## config.mk

```make
export PLATFORM = sky130hd
export DESIGN_NAME = branch_hazard_ctrl
export DESIGN_NICKNAME = d
export VERILOG_FILES = /design/src/rtl/branch_hazard_ctrl.sv
export SDC_FILE = /design/constraint.sdc
export NUM_CORES = 1
export LEC_CHECK = 0
export CORE_MARGIN = 2
export CORE_UTILIZATION = 26
export DETAILED_ROUTE_END_ITERATION = 10
export DONT_BUFFER_PORTS = 1
export PLACE_DENSITY_LB_ADDON = 0.1
export SYNTH_ARGS = -nofsm -noshare
export SYNTH_HDL_FRONTEND = slang
export SYNTH_SLANG_ARGS = --single-unit
```

## constraint.sdc

```tcl
create_clock -name i_clk -period 2.5 [get_ports i_clk]
set_input_delay 0.375 -clock i_clk [delete_from_list [all_inputs] [get_ports i_clk]]
set_output_delay 0.375 -clock i_clk [all_outputs]
set_load 0.01 [all_outputs]
```

## src/rtl/branch_hazard_ctrl.sv

```systemverilog
// -----------------------------------------------------------------------------
// branch_hazard_ctrl
//
// Controls branch resolution in the ID stage of a 5-stage pipeline.
//   - Checks the branch comparator operands for RAW hazards against the
//     producers in EX and MEM. When a hazard is found it stalls the PC and
//     IF/ID for one or two cycles and injects bubbles into ID/EX.
//   - When the operands are safe it takes the comparator's taken flag, selects
//     the branch target for the next PC, and flushes IF/ID.
//   - Keeps saturating performance counters for resolved branches, taken
//     branches and stall cycles.
//
// Parameters
//   REG_W          register-index width
//   CNT_W          width of each performance counter
//
// Ports
//   i_clk          clock; all state updates happen on the rising edge
//   i_rst          asynchronous active-high reset
//   i_branch       ID branch type (001 beq, 010 bne, 011 blez, 100 bgtz,
//                  101 bltz; any other value means no branch)
//   i_rs, i_rt     ID source registers (i_rt is used only by beq/bne)
//   i_ex_regwrite  the EX-stage instruction writes a register
//   i_ex_memread   the EX-stage instruction is a load
//   i_ex_rd        EX-stage destination register
//   i_mem_memread  the MEM-stage instruction is a load
//   i_mem_rd       MEM-stage destination register
//   i_taken        comparator result for the current ID operands
//   i_cancel       kills in-flight branch handling (from a later stage)
//   o_stall        hold PC and IF/ID
//   o_bubble       zero the ID/EX control signals
//   o_pc_sel       select the branch target for the next PC
//   o_flush_ifid   clear IF/ID at the next edge
//   o_branch_cnt   number of resolved branches (saturating)
//   o_taken_cnt    number of taken branches (saturating)
//   o_stall_cnt    number of stall cycles (saturating)
// -----------------------------------------------------------------------------
module branch_hazard_ctrl #(
    parameter int REG_W = 5,
    parameter int CNT_W = 16
) (
    input  logic             i_clk,
    input  logic             i_rst,
    input  logic [2:0]       i_branch,
    input  logic [REG_W-1:0] i_rs,
    input  logic [REG_W-1:0] i_rt,
    input  logic             i_ex_regwrite,
    input  logic             i_ex_memread,
    input  logic [REG_W-1:0] i_ex_rd,
    input  logic             i_mem_memread,
    input  logic [REG_W-1:0] i_mem_rd,
    input  logic             i_taken,
    input  logic             i_cancel,
    output logic             o_stall,
    output logic             o_bubble,
    output logic             o_pc_sel,
    output logic             o_flush_ifid,
    output logic [CNT_W-1:0] o_branch_cnt,
    output logic [CNT_W-1:0] o_taken_cnt,
    output logic [CNT_W-1:0] o_stall_cnt
);

    typedef enum logic {
        ST_IDLE   = 1'b0,
        ST_STALL2 = 1'b1
    } state_t;

    state_t state;
    state_t state_nxt;

    logic branch_valid;
    logic uses_rt;
    logic ex_match;
    logic mem_match;
    logic need2;
    logic need1;

    logic stall_c;
    logic bubble_c;
    logic pc_sel_c;
    logic flush_c;
    logic inc_branch;
    logic inc_taken;
    logic inc_stall;

    // Branch decode: beq/bne compare rs with rt; the others compare rs with zero.
    always_comb begin
        branch_valid = 1'b0;
        uses_rt      = 1'b0;
        case (i_branch)
            3'b001, 3'b010: begin
                branch_valid = 1'b1;
                uses_rt      = 1'b1;
            end
            3'b011, 3'b100, 3'b101: begin
                branch_valid = 1'b1;
            end
            default: begin
                branch_valid = 1'b0;
                uses_rt      = 1'b0;
            end
        endcase
    end

    // A destination register of r0 never creates a hazard, whatever the operands are.
    always_comb begin
        ex_match  = (i_ex_rd != '0) &&
                    ((i_ex_rd == i_rs) || (uses_rt && (i_ex_rd == i_rt)));
        mem_match = (i_mem_rd != '0) &&
                    ((i_mem_rd == i_rs) || (uses_rt && (i_mem_rd == i_rt)));
    end

    // A load in EX needs two cycles, so it takes priority over the one-cycle cases.
    always_comb begin
        need2 = i_ex_regwrite && i_ex_memread && ex_match;
        need1 = (i_ex_regwrite && ex_match) || (i_mem_memread && mem_match);
    end

    always_ff @(posedge i_clk or posedge i_rst) begin
        if (i_rst) begin
            state <= ST_IDLE;
        end else begin
            state <= state_nxt;
        end
    end

    always_comb begin
        state_nxt  = state;
        stall_c    = 1'b0;
        bubble_c   = 1'b0;
        pc_sel_c   = 1'b0;
        flush_c    = 1'b0;
        inc_branch = 1'b0;
        inc_taken  = 1'b0;
        inc_stall  = 1'b0;

        if (i_cancel) begin
            state_nxt = ST_IDLE;
        end else begin
            case (state)
                ST_IDLE: begin
                    if (branch_valid) begin
                        if (need2) begin
                            stall_c   = 1'b1;
                            bubble_c  = 1'b1;
                            inc_stall = 1'b1;
                            state_nxt = ST_STALL2;
                        end else if (need1) begin
                            // Stay in IDLE; the next cycle re-evaluates and resolves.
                            stall_c   = 1'b1;
                            bubble_c  = 1'b1;
                            inc_stall = 1'b1;
                        end else begin
                            pc_sel_c   = i_taken;
                            flush_c    = i_taken;
                            inc_branch = 1'b1;
                            inc_taken  = i_taken;
                        end
                    end
                end
                ST_STALL2: begin
                    // The load is now in MEM; the operands are not safe yet, whatever the inputs show.
                    stall_c   = 1'b1;
                    bubble_c  = 1'b1;
                    inc_stall = 1'b1;
                    state_nxt = ST_IDLE;
                end
                default: begin
                    state_nxt = ST_IDLE;
                end
            endcase
        end
    end

    // Gate with reset so that a hazard present in the ID-stage inputs cannot
    // assert controls while reset is held.
    always_comb begin
        o_stall      = stall_c  && !i_rst;
        o_bubble     = bubble_c && !i_rst;
        o_pc_sel     = pc_sel_c && !i_rst;
        o_flush_ifid = flush_c  && !i_rst;
    end

    always_ff @(posedge i_clk or posedge i_rst) begin
        if (i_rst) begin
            o_branch_cnt <= '0;
            o_taken_cnt  <= '0;
            o_stall_cnt  <= '0;
        end else begin
            if (inc_branch && (o_branch_cnt != '1)) begin
                o_branch_cnt <= o_branch_cnt + CNT_W'(1);
            end
            if (inc_taken && (o_taken_cnt != '1)) begin
                o_taken_cnt <= o_taken_cnt + CNT_W'(1);
            end
            if (inc_stall && (o_stall_cnt != '1)) begin
                o_stall_cnt <= o_stall_cnt + CNT_W'(1);
            end
        end
    end

endmodule
```

### Word-level counts from Yosys, hierarchy flattened

Index checks and enable logic that the tools add are counted.

* bits in registers: 49
* output and inout port bits: 52

* $add $sub $neg: 3
* eq/ne operators: 12
* muxes and demuxes: 21
* bitwise operators: 1
* reduce and logical (&&, ||, !) cells: 21

Operator list (number)
* 16-bit by 1-bit adder with 16-bit output (second input constant): 3
* 16-bit inequality test (second input constant): 3
* 5-bit equality test: 4
* 1-bit 2-to-1 mux: 19
* 1-bit logical AND: 13
* 5-bit nonzero test: 2
* 3-bit by 2-bit equality test with 1-bit output (second input constant): 2
* 3-bit equality test (second input constant): 2
* 5-bit OR reduction: 1
* 1-bit one-hot mux with 2 select lines: 2
* 3-bit by 1-bit equality test with 1-bit output (second input constant): 1
* 1-bit logical OR: 3
* 2-bit OR reduction: 1
* 1-bit logical NOT: 1
* 1-bit inverter: 1

### Longest topological paths before layout

Gate-level depths: netlist of the first run.

* depth in word-level cells: 14
* mapped depth: 9
* gate-level depth less buffers: 8

### Worst setup path before layout of the first run

OpenSTA, ideal clock, no wires.

* kind: register to register
* start point: reg o_stall_cnt[0]
* end point: reg o_stall_cnt[1]
* setup time: 125 ps
* arrival time: 2068 ps
* slack: 307 ps
* stages on the path, launching flop included: 9
* buffers on the path: 1
* clock period less this slack: 2193 ps
* path through: dfrtp_1 -> ha_1 -> nand3_1 -> nor4_1 -> or3_1 -> o22ai_1 -> a21oi_2 -> buf_2 -> mux2_2

* longest elaborated chain between the ends: 2
* elaborated cells on any way between the ends: 3

RTL lines
* from (decl): RTL line 60 `output logic [CNT_W-1:0] o_stall_cnt`
* from (signal assigned): RTL line 197 `o_stall_cnt <= o_stall_cnt + CNT_W'(1);`
* branches (longest 2 deep; another with 16-bit by 1-bit adder with 16-bit output)

Parallel ways; which one is timed is not known.
A chain may end at the register's enable or synchronous reset.

### Final worst setup path of the first run

* start point: reg o_stall_cnt[4]
* end point: reg o_stall_cnt[1]

* longest elaborated chain between the ends: 2

RTL lines
* 16-bit inequality test: RTL line 196 `if (inc_stall && (o_stall_cnt != '1)) begin`
* 1-bit logical AND: RTL line 196

No other way between the ends.

==> flow_summary.toml, run 1 <==
[route]
first_iter_violations = 95
via_per_inst = 4.601
detail_route.wl_per_cell_um = 15.51
wl_um = 6172
antenna_left = 0
vias = 1831
first_pass_iters = 4
drcViolationCount = 0

[synth]
post-synth-top-area-cell = "dfrtp_1"
synth_commonest_cells = "dfrtp_1 (49), xor2_1 (38), xnor2_1 (28)"
ys_ff_latch = 49
yosys-top-cells-area = "dfrtp_1 (47%), xor2_1 (13%), xnor2_1 (9.4%), nand3_1 (3.8%), nor3_1 (3.1%)"
synth_edf_count = 0
ys_types = 36
synth_area_per_cell_um2 = 10.52
yosys.area.top_type_share = 0.4698
synth_nets = 281
netlist_instances = 248
syn_area_mm2 = 0.002610
ys.warnings.count = 0
yosysSeqAreaShare = 0.4698
ys_async_sr_fraction = 1.000
yosysMostFrequentCell = "dfrtp_1"
dominantRegCellSynth = "dfrtp_1"

[die]
core-area_mm2 = 0.009774
die_w_um = 104.2
start_util = 0.2670
rows = 36
io_pins = 82
dieArea_mm2 = 0.01086
dieHeight_um = 104.2

[timing]
rsz0062_at_grt = "no"
period_share = 0.8518
fmax_mhz = 469.6
layout_min_cycle_time_ps = 2130
tightest_slew_ps = 496.9
maxSlewHeadroom = 0.6659
hold_viol = 0
setup_viol = 0
finClkSkew_ps = 11.49
fin_hold_ws_ps = 238.9
tns_ps = 0
report.final.slew_viol_count = 0

[finish]
multi_input_area_mm2 = 0.001334
syn_to_final_growth_pct = 14.05
nFillCells = 1034
drive_above_1_share = 0.1283
diodes = 0
seqCellArea_mm2 = 0.001226
fin_nets = 297

[clock_tree]
htreeDepth = 2
cts_sinks = 49
clock_latency_ps = 300
cts_buffers = 5
clk_pin_slew_worst_paths_ps = 100
cts.root.buffer_cell = "clkbuf_8"
cts-resized-gates = 0
cts_tree = "yes"
holdBufCountCts = 1
clk_path_buf_depth = 2
post_cts_buffers = 0

[critical_path]
cp_data_arrival_time_ps = 2330
worstSetupStartpointType = "register"
cpPeakStageDelay_ps = 470
ff2ff_setup_slack_ps = 370
critPathMaxFanout = 16
required_ps = 2700
slowest_stage = "dfrtp_1"
cp_cell_sequence = "nand4_1 -> nor4_1 -> buf_4 -> or3_1 -> o22ai_1 -> a21oi_2 -> buf_12 -> mux2_2"
path_class = "register to register"
end_kind = "register"
critPathBufInv = 2
cp_top_family = "simple AND/OR/NAND/NOR gates"

[run_status]
outcome = "complete, no violations"

[global_routing]
grt_pass1_wl_um = 10360
antenna_found_initial = 0
grt-ovfl-total = 0
grt_pass1_vias = 1936
grt_start_max_net_pins = 33
grt_usage = 0.1170

[placement]
routabilityCongestion = 0.7127
portBuffers = 0
dp.final_hpwl_um = 4583

[power]
power.density_mw_per_mm2 = 645.5
irDropWorstVdd_mv = 0.2143
leakage_nw = 1.288

[hold_path]
hold_class = "input port to register"

[flow_run]
drv_cap = 0
==> logic make-up after synthesis <==
kind of cell    count (synthesis)  share of synthesized area
buf+inv                         9                    0.01917
compound gates                 12                    0.04651
flops                          49                     0.4698
simple gates                  106                     0.2157
fa+ha+maj                       3                    0.01438
mux                             3                    0.01294
xor+xnor                       66                     0.2215
==> worst paths after layout <==
check / endpoint / cells past startpoint / start
max: o_stall_cnt[1] / 8 / o_stall_cnt[4]
min: state / 1 / i_ex_memread
max reg2reg: o_stall_cnt[1] / 8 / o_stall_cnt[4]
min reg2reg: o_branch_cnt[10] / 1 / o_branch_cnt[10]
max in group asynchronous: o_taken_cnt[14] / 3 / i_rst
min in group asynchronous: o_branch_cnt[10] / 2 / i_rst
==> final cells by class <==
cell class / instances / share of cell area
tap: 133 / 0.05591
clock inverter: 3 / 0.007146
clock buffer: 5 / 0.02312
multi-input combinational: 190 / 0.4481
inverter: 4 / 0.005044
timing repair buffer: 14 / 0.04876
sequential: 49 / 0.4119
==> sequential cells by signal (all words and copies together), names as in the netlist <==
register / cells
o_branch_cnt: 16
o_stall_cnt: 16
o_taken_cnt: 16
state: 1
==> worst register-to-register path, delay by kind of cell (launching register included) <==
kind / cells / cell delay, ps
DFF: 1 / 470
AOI/OAI and AO/OA: 2 / 250
buffers and inverters: 2 / 330
muxes: 1 / 340
and+or+nand+nor: 3 / 620
==> metal layers <==
metal	GRT usage	vias to the layer above	share of wire
li1	-	895	-
met5	0	-	0
met3	0.03759	2	0.077
met1	0.1577	876	0.46
met4	0.02317	0	0.0057
met2	0.1847	58	0.45
==> cell usage in the layout (no fill, tap or decap), types with 2 or more instances in the layout <==
cell      count
dfrtp_1      49
xor2_1       38
xnor2_1      28
nand3_1      20
nand2_1      18
nor2_1       17
nor3_1       16
nand4_1      12
buf_4        10
and3_1        7
clkbuf_8      5
nor4_1        4
and4_1        3
mux2_2        3
inv_1         3
ha_1          3
buf_12        3
a22oi_1       2
a21oi_1       2
nand3b_1      2
==> where the power goes <==
group	switching, mW	internal, mW	leakage (nW)	total, mW
sequential	0.171	0.892	0.663	1.06
combinational	0.199	0.171	0.580	0.369
clock	0.290	0.200	0.0445	0.489
total	0.659	1.26	1.29	1.92
==> stage by stage <==
stage | area [um^2] | worst slack (ps) | util | instances | total power [mW]
floorplan | 2610 | 307.1 | - | 248 | 1.301
global placement | 2877 | 253.2 | 0.2943 | 389 | 1.457
detailed placement | 2877 | 246.8 | 0.2943 | 389 | 1.462
CTS | 2977 | 339.6 | 0.3045 | 398 | 1.972
global route | 2977 | 150.6 | 0.3045 | 398 | 2.072
finish | 2977 | 370.4 | 0.3045 | 398 | 1.921
Note: power is estimated with default switching activity, not from simulation.
==> inputs of run 2 (changes only) <==
==> constraint.sdc (replaced) <==
create_clock -name i_clk -period 2.5 [get_ports i_clk]
set_input_delay 0.5 -clock i_clk [delete_from_list [all_inputs] [get_ports i_clk]]
set_output_delay 0.5 -clock i_clk [all_outputs]
set_load 0.01 [all_outputs]
==> run 2 against run 1 <==
Non-clock buffer count rose by 2. Die area did not move. Largest cell class unchanged. Combinational power about the same.
==> flow_summary.toml, run 2 (synthesis results as in run 1) <==
[timing]
period_share = 0.9071
tns_ps = 0
setup_viol = 0
layout_setup_ws_ps = 232.4
finClkSkew_ps = 11.60
report.final.slew_viol_count = 0
rsz0062_at_grt = "no"
fin_hold_ws_ps = 102.6
fmax_mhz = 441.0
layout_min_cycle_time_ps = 2268
hold_viol = 0
maxSlewHeadroom = 0.6713
tightest_slew_ps = 492.3

[route]
wl_um = 6070
vias = 1826
detail_route.wl_per_cell_um = 15.18
antenna_left = 0
drcViolationCount = 0
first_pass_iters = 4
first_iter_violations = 65
via_per_inst = 4.565

[die]
dieHeight_um = 104.2
core-area_mm2 = 0.009774
start_util = 0.2670
rows = 36
dieArea_mm2 = 0.01086
io_pins = 82
die_w_um = 104.2

[critical_path]
critPathMaxFanout = 3
critPathBufInv = 1
r2r-start = "o_stall_cnt[4]"
cp_cell_sequence = "or4_1 -> o21ai_2 -> o221ai_2 -> nor3_1 -> buf_4"
required_ps = 2000
slowest_stage = "or4_1"
end_kind = "primary output"
cpPeakStageDelay_ps = 530
worstSetupStartpointType = "input port"
cp_top_family = "simple AND/OR/NAND/NOR gates"
cp_data_arrival_time_ps = 1770
critPathLaunch = "i_ex_rd[1]"
path_class = "input port to primary output"

[global_routing]
grt-ovfl-total = 0
grt_pass1_vias = 1932
antenna_found_initial = 0
grt_pass1_wl_um = 10300
grt_start_max_net_pins = 30
grt_usage = 0.1162

[run_status]
outcome = "complete, no violations"

[power]
leakage_nw = 1.293
irDropWorstVdd_mv = 0.2253
finalPower_mw = 1.898
power.density_mw_per_mm2 = 636.3

[clock_tree]
clk_pin_slew_worst_paths_ps = 90
post_cts_buffers = 0
holdBufCountCts = 0
cts_sinks = 49
htreeDepth = 2
cts-resized-gates = 0
clock_latency_ps = 300
cts_tree = "yes"
cts.root.buffer_cell = "clkbuf_8"
cts_buffers = 5
clk_path_buf_depth = 2

[placement]
dp.final_hpwl_um = 4627
pre_cts_slack_ps = 143.0
routabilityCongestion = 0.7136
portBuffers = 0

[finish]
final_common_cell = "dfrtp_1"
syn_to_final_growth_pct = 14.29
layout_common_cells = "dfrtp_1 (49), xor2_1 (38), xnor2_1 (28)"
fin_nets = 299
drive_above_1_share = 0.1311
diodes = 0
top_regs = "o_branch_cnt (16), o_stall_cnt (16), o_taken_cnt (16)"

[flow_run]
drv_cap = 0

[hold_path]
hold_class = "input port to async pin"
## run 2: changes by cell type in the layout (fill, tap and decap cells not counted)
cell	delta
dlygate4sd3_1	-1
clkbuf_1	+2
clkinv_2	-1
inv_6	-1
buf_4	+3
## run 2: per-layer routing
layer	track usage	part of all wire	up-vias
li1	-	-	902
met1	0.1566	0.46	863
met2	0.1805	0.45	57
met3	0.03759	0.078	4
met4	0.02896	0.0087	0
met5	0	0	-
## run 2: path summary, 6_finish.rpt
| kind | end | slack, ps | cells past startpoint |
|---|---|---|---|
| min | o_branch_cnt[10] | 100 | 1 |
| max in group asynchronous | o_stall_cnt[3] | 1880 | 2 |
| min reg2reg | o_branch_cnt[6] | 560 | 1 |
| min in group i_clk | state | 360 | 1 |
| max | o_pc_sel | 230 | 5 |
| max reg2reg | o_stall_cnt[1] | 320 | 8 |
## run 2: report_power, final
group / switching [mW] / internal, mW / total, mW
clock: 0.268 / 0.199 / 0.467
combinational: 0.195 / 0.171 / 0.367
sequential: 0.173 / 0.892 / 1.06
## run 2: layout make-up
class                   instances  area [um^2]
clock buffers                   7        76.32
inverters                       4        15.01
well taps                     133        166.4
flip-flops and latches         49         1226
clock inverters                 1        7.507
fillers                      1050         6792
multi-input cells             190         1334
repair buffers                 16        157.7
## run 2: metrics by stage
| stage | utilization | instances | instance area [um^2] |
|---|---|---|---|
| after floorplan | - | 248 | 2610 |
| after global placement | 0.2966 | 392 | 2899 |
| after detailed placement | 0.2966 | 392 | 2899 |
| after CTS | 0.3052 | 400 | 2983 |
| after global routing | 0.3052 | 400 | 2983 |
| final | 0.3052 | 400 | 2983 |
## run 2: worst register-to-register path: cells and delay by family, from the launching register on
kind	cells	cell delay (ps)
and+or+nand+nor	3	650
DFF	1	480
buffers and inverters	2	350
muxes	1	330
AOI/OAI and AO/OA	2	260
